[src/rtl/shift_tx.sv]
// shift_tx: valid/ready parallel-in, serial-out transmitter that drives a shift_reg receiver.
// Define SHIFT_TX_PARITY_EN to append one even-parity bit, sent with mode HOLD, to each frame.
module shift_tx #(
    parameter int WIDTH = 8
) (
    input  logic             clk,
    input  logic             rst,
    input  logic [WIDTH-1:0] par_i,
    input  logic             dir_i,
    input  logic             valid_i,
    output logic             ready_o,
    output logic             ser_o,
    output logic [1:0]       mode_o,
    output logic             done_o,
    output logic             parity_vld_o
);

    localparam int            CW         = $clog2(WIDTH + 1);
    localparam logic [CW-1:0] LAST       = CW'(WIDTH - 1);
    localparam logic [1:0]    MODE_HOLD  = 2'd0;
    localparam logic [1:0]    MODE_LEFT  = 2'd2;
    localparam logic [1:0]    MODE_RIGHT = 2'd3;

    typedef enum logic [1:0] {
        IDLE  = 2'd0,
        SHIFT = 2'd1,
        DONE  = 2'd2
`ifdef SHIFT_TX_PARITY_EN
        , PARITY = 2'd3
`endif
    } state_t;

    state_t           state;
    logic [WIDTH-1:0] shreg;
    logic             dir;
    logic [CW-1:0]    cnt;
`ifdef SHIFT_TX_PARITY_EN
    logic             parity;
`else
    assign parity_vld_o = 1'b0;
`endif

    // The first bit is driven straight from par_i at acceptance, so shreg
    // holds the remaining bits already shifted one place toward the output.
    always_ff @(posedge clk or posedge rst) begin
        if (rst) begin
            state   <= IDLE;
            shreg   <= '0;
            dir     <= 1'b0;
            cnt     <= '0;
            ready_o <= 1'b1;
            ser_o   <= 1'b0;
            mode_o  <= MODE_HOLD;
            done_o  <= 1'b0;
`ifdef SHIFT_TX_PARITY_EN
            parity       <= 1'b0;
            parity_vld_o <= 1'b0;
`endif
        end else begin
            case (state)
                IDLE: begin
                    done_o <= 1'b0;
                    mode_o <= MODE_HOLD;
                    if (valid_i && ready_o) begin
                        shreg   <= dir_i ? (par_i >> 1) : (par_i << 1);
                        dir     <= dir_i;
                        cnt     <= '0;
                        ready_o <= 1'b0;
                        ser_o   <= dir_i ? par_i[0] : par_i[WIDTH-1];
                        mode_o  <= dir_i ? MODE_RIGHT : MODE_LEFT;
`ifdef SHIFT_TX_PARITY_EN
                        parity  <= ^par_i;
`endif
                        state   <= SHIFT;
                    end
                end
                SHIFT: begin
                    if (cnt == LAST) begin
                        mode_o <= MODE_HOLD;
`ifdef SHIFT_TX_PARITY_EN
                        ser_o        <= parity;
                        parity_vld_o <= 1'b1;
                        state        <= PARITY;
`else
                        ser_o  <= 1'b0;
                        done_o <= 1'b1;
                        state  <= DONE;
`endif
                    end else begin
                        cnt   <= cnt + 1'b1;
                        ser_o <= dir ? shreg[0] : shreg[WIDTH-1];
                        shreg <= dir ? (shreg >> 1) : (shreg << 1);
                    end
                end
`ifdef SHIFT_TX_PARITY_EN
                PARITY: begin
                    ser_o        <= 1'b0;
                    parity_vld_o <= 1'b0;
                    mode_o       <= MODE_HOLD;
                    done_o       <= 1'b1;
                    state        <= DONE;
                end
`endif
                DONE: begin
                    done_o  <= 1'b0;
                    ser_o   <= 1'b0;
                    mode_o  <= MODE_HOLD;
                    cnt     <= '0;
                    ready_o <= 1'b1;
                    state   <= IDLE;
                end
                default: begin
                    state <= IDLE;
                end
            endcase
        end
    end

endmodule

[config.mk]
export PLATFORM = sky130hd
export DESIGN_NAME = shift_tx
export DESIGN_NICKNAME = d
export VERILOG_FILES = /design/src/rtl/shift_tx.sv
export SDC_FILE = /design/constraint.sdc
export NUM_CORES = 1
export LEC_CHECK = 0
export ABC_AREA = 1
export BUFFER_PORTS_ARGS = -buffer_cell sky130_fd_sc_hd__buf_2
export CELL_PAD_IN_SITES_DETAIL_PLACEMENT = 1
export CELL_PAD_IN_SITES_GLOBAL_PLACEMENT = 1
export CORE_MARGIN = 1.5
export CORE_UTILIZATION = 40
export CTS_CLUSTER_SIZE = 30
export DETAILED_ROUTE_END_ITERATION = 7
export PLACE_DENSITY_LB_ADDON = 0.1
export SYNTH_ARGS = -nofsm -noshare
export SYNTH_HDL_FRONTEND = slang
export SYNTH_SLANG_ARGS = --single-unit
export TNS_END_PERCENT = 10
[constraint.sdc]
create_clock -name clk -period 2.43 [get_ports clk]
set_input_delay 0.1215 -clock clk [delete_from_list [all_inputs] [get_ports clk]]
set_output_delay 0.1215 -clock clk [all_outputs]
set_load 0.1 [all_outputs]
==> summary.md <==
* **via count normalized by instance count** 4.71
* **total gr overflow** 0
* **sum of routed wire segments on met1** 1.44 mm
* **# nets final** 227
* **Clock Sinks** 20
* **hold wc startpoint** par_i[1]
* **peak per-stage delay on the critical path** 0.42 ns
* **Worst Setup Start Kind** flip-flop
* **post-synthesis instance area** 1270 µm²
* **core area** 3030 µm²
* **initial detailed-routing violation count** 36
* **fraction of the cycle the final worst path needs** 66.4%
* **Detailed Routing Iterations Pass 1** 4
* **area of all sequential standard cells** 502 µm²
* **all-layer global routing usage** 20.5%
* **share of power burned in registers** 60.7%
* **upper clock frequency limit** 620 MHz
* **endpoint type of the worst setup path** flip-flop
* **type of the worst setup path** reg2reg
* **Maximum Capacitance Violations** 0
* **portion of total power attributed to the clock network** 30.6%
* **min Tclk post-route** 1.61 ns
* **Routed met2 length** 1.57 mm
* **Detail Placement HPWL** 2.39 mm
* **result of the run** finished, final reports clean
* **met3 wire len** 36 µm
* **Arr. time, crit path** 1.80 ns
* **PwrDens** 383 nW/µm²
* **top-level port count** 18
* **worst r2r src** state[0]
* **buffer type at the clock tree root** clkbuf_4
* **CTS H-tree lvls** 1
* **GP Congestion** 0.779
* **initial cell density of the core** 42.1%
* **Port Buf Inserts** 16
* **Final TNS setup** 0 ns
* **CTS tree** done
* **antenna violations before repair** 0
* **number of global-route vias before repair** 1,293
* **number of core rows** 20
* **die area** 3530 µm²
* **Yosys Warn Count** 0
* **total wire length after detailed routing** 3.06 mm
* **cells along the critical path** inv_1 -> ha_1 -> a21oi_1 -> nand2_1 -> nand2_1 -> o21ai_0
* **Synth Area in Simple Gates** 39.0%
* **FILL cells** 426
* **endpoints failing hold** 0
* **horizontal extent of the die** 59.4 µm
* **largest driver fanout on the critical path** 6
* **Least-Margin Pin Slew** 0.768 ns
* **combinational family with the most area after synthesis** simple AND/OR/NAND/NOR gates
* **cell depth of the worst min-delay path** 5
* **sequential cell area fraction in the yosys report** 39.4%
* **logic depth of the worst register-to-register path** 6
* **smallest setup slack after layout** 0.817 ns
* **Critical-path top delay cell** dfrtp_1
* **pre-CTS WS** 0.809 ns
* **average size of a mapped cell** 6.70 µm²
* **final setup violation count** 0
* **adder-cell share of the synthesized area** 5.89%
* **number of nets produced by synthesis** 208
* **mux share of post-synthesis cell area** 0%
* **Bufs on Longest Clock Path** 2
* **chip height** 59.4 µm
* **Post-Synthesis Cells** 190
* **final max-slew violation count** 0
* **Post-DRT Antenna Nets** 0
* **# diodes** 0
* **power dissipated by switching net loads** 0.136 mW
* **via count** 1,187
* **signed area change from the synthesized netlist to the final layout** 12.3%
* **post-CTS setup buffer count** 0
* **clock-pin slew on the worst setup and hold paths** 0.12 ns
* **maximum number of pins on one net before global-route repair** 21
* **cell with the most instances on the worst path** nand2_1
* **fraction of layout instances using a drive strength above 1** 13.0%
* **highest metal layer with signal wires** met4
* **Clk Latency, worst-skew pair** 0.29 ns
* **Comb pwr share** 8.8%
* **XOR/XNOR share of the synthesized area** 0%
* **IR Drop Worst-Case VDD** 0.157 mV
* **leak pwr** 0.801 nW
* **post-detailed-route DRC marker count** 0
* **worst max-slew margin expressed relative to the limit** 48.7%
* **worst-case clock skew** 0.00237 ns
* **wire length of the first global-routing pass** 5.55 mm
* **unrepaired setup endpoints after global routing** false
* **critical path data required time** 2.62 ns
* **class of the most critical hold timing path** in2reg
* **post-detailed-route wirelength per cell** 12.1 µm
* **compound-cell area share of the yosys netlist** 6.29%
* **Num CTS Buffers** 3
* **internal power of the cells** 0.412 mW
* **worst setup path startpoint** state[0]
* **number of unique standard cell types used by synthesis** 20
* **area taken by multi-input logic gates** 656 µm²
* **post-synthesis register bit count** 20
* **Net Sw Frac** 24.9%
[registers in the layout, indices dropped and copies added (netlist names)]
name     count
shreg        8
mode_o       2
ser_o        1
dir          1
state        2
ready_o      1
done_o       1
cnt          4
[per-layer routing]
metal  up-vias  GRT usage (%)
met3         2           2.62
met4         0           4.87
met5         -              0
met1       559           26.4
li1        618              -
met2         8           35.9
[cell type report]
type | instances | share of cell area (%)
Multi-Input combinational cell | 141 | 45.8
Sequential cell | 20 | 35.1
Timing Repair Buffer | 18 | 6.82
Inverter | 25 | 6.56
Tap cell | 44 | 3.85
Clock buffer | 4 | 1.84
[synthesized netlist by cell type]
library cell / instances / area, µm²
ha_1: 6 / 75.1
conb_1: 1 / 3.75
buf_2: 3 / 15.0
nand3_2: 1 / 10.0
dfstp_2: 1 / 26.3
inv_2: 1 / 3.75
nand3_1: 21 / 105
buf_4: 1 / 7.51
a21oi_4: 1 / 16.3
nand4_1: 1 / 6.26
nand2_1: 85 / 319
o21ai_0: 9 / 45.0
a22o_1: 1 / 8.76
nor2_1: 10 / 37.5
nand2_2: 1 / 6.26
a21oi_1: 2 / 10.0
dfrtp_1: 19 / 475
nor2_2: 1 / 6.26
inv_1: 24 / 90.1
or2_2: 1 / 6.26
[path summary, 6_finish.rpt]
check | end | slack, ns
setup / recovery | cnt[0] | 0.82
hold / removal | shreg[0] | 0.17
setup reg to reg | cnt[0] | 0.82
hold reg to reg | shreg[2] | 0.49
max in group asynchronous | shreg[0] | 1.46
min in group asynchronous | shreg[6] | 0.49
[worst max-delay path, delay by kind of cell (launching register included)]
kind / cells / cell delay, ns
flops: 1 / 0.42
simple gates: 2 / 0.31
fa+ha+maj: 1 / 0.26
compound gates: 2 / 0.41
buf+inv: 1 / 0.10
[power groups by stage]
stage / combinational, mW / clock, mW / sequential [mW]
floorplan: 0.0325 / 0 / 0.339
global placement: 0.0472 / 0 / 0.339
detailed placement: 0.0484 / 0 / 0.339
CTS: 0.0497 / 0.174 / 0.333
global route: 0.0559 / 0.187 / 0.333
finish: 0.0480 / 0.168 / 0.333
[repair_timing]
action,4_1_cts,5_1_grt
hold buffers,1,0
resized for setup,0,0
hold endpoints to repair,19,0
[logic make-up (layout without fill, tap and decap cells)]
group | count (synthesis) | after routing
buffers and inverters | 29 | 47
other | 1 | 1
AND/OR/NAND/NOR | 121 | 121
flip-flops | 20 | 20
AO/OA/AOI/OAI | 13 | 13
adder cells (fa/ha/maj) | 6 | 6
[through the flow]
stage	power, mW	util (%)	hold slack (ns)	instances	area [µm²]
2_1_floorplan	0.372	-	0.0846	190	1270
3_3_place_gp	0.386	46.0	0.304	247	1390
3_5_place_dp	0.388	46.0	0.314	247	1390
4_1_cts	0.556	47.2	0.171	252	1430
5_1_grt	0.576	47.2	0.223	252	1430
6_report	0.548	47.2	0.174	252	1430
[cells in the final DEF, fill, tap and decap left out, types with 2 or more instances in the layout]
cell type | netlist | routed
a21oi_1 | 2 | 2
inv_1 | 24 | 24
ha_1 | 6 | 6
dfrtp_1 | 19 | 19
o21ai_0 | 9 | 9
nand3_1 | 21 | 21
clkbuf_4 | 0 | 3
buf_2 | 3 | 16
nand2_1 | 85 | 85
nor2_1 | 10 | 10
No activity file was read; power rests on OpenSTA's default activity.
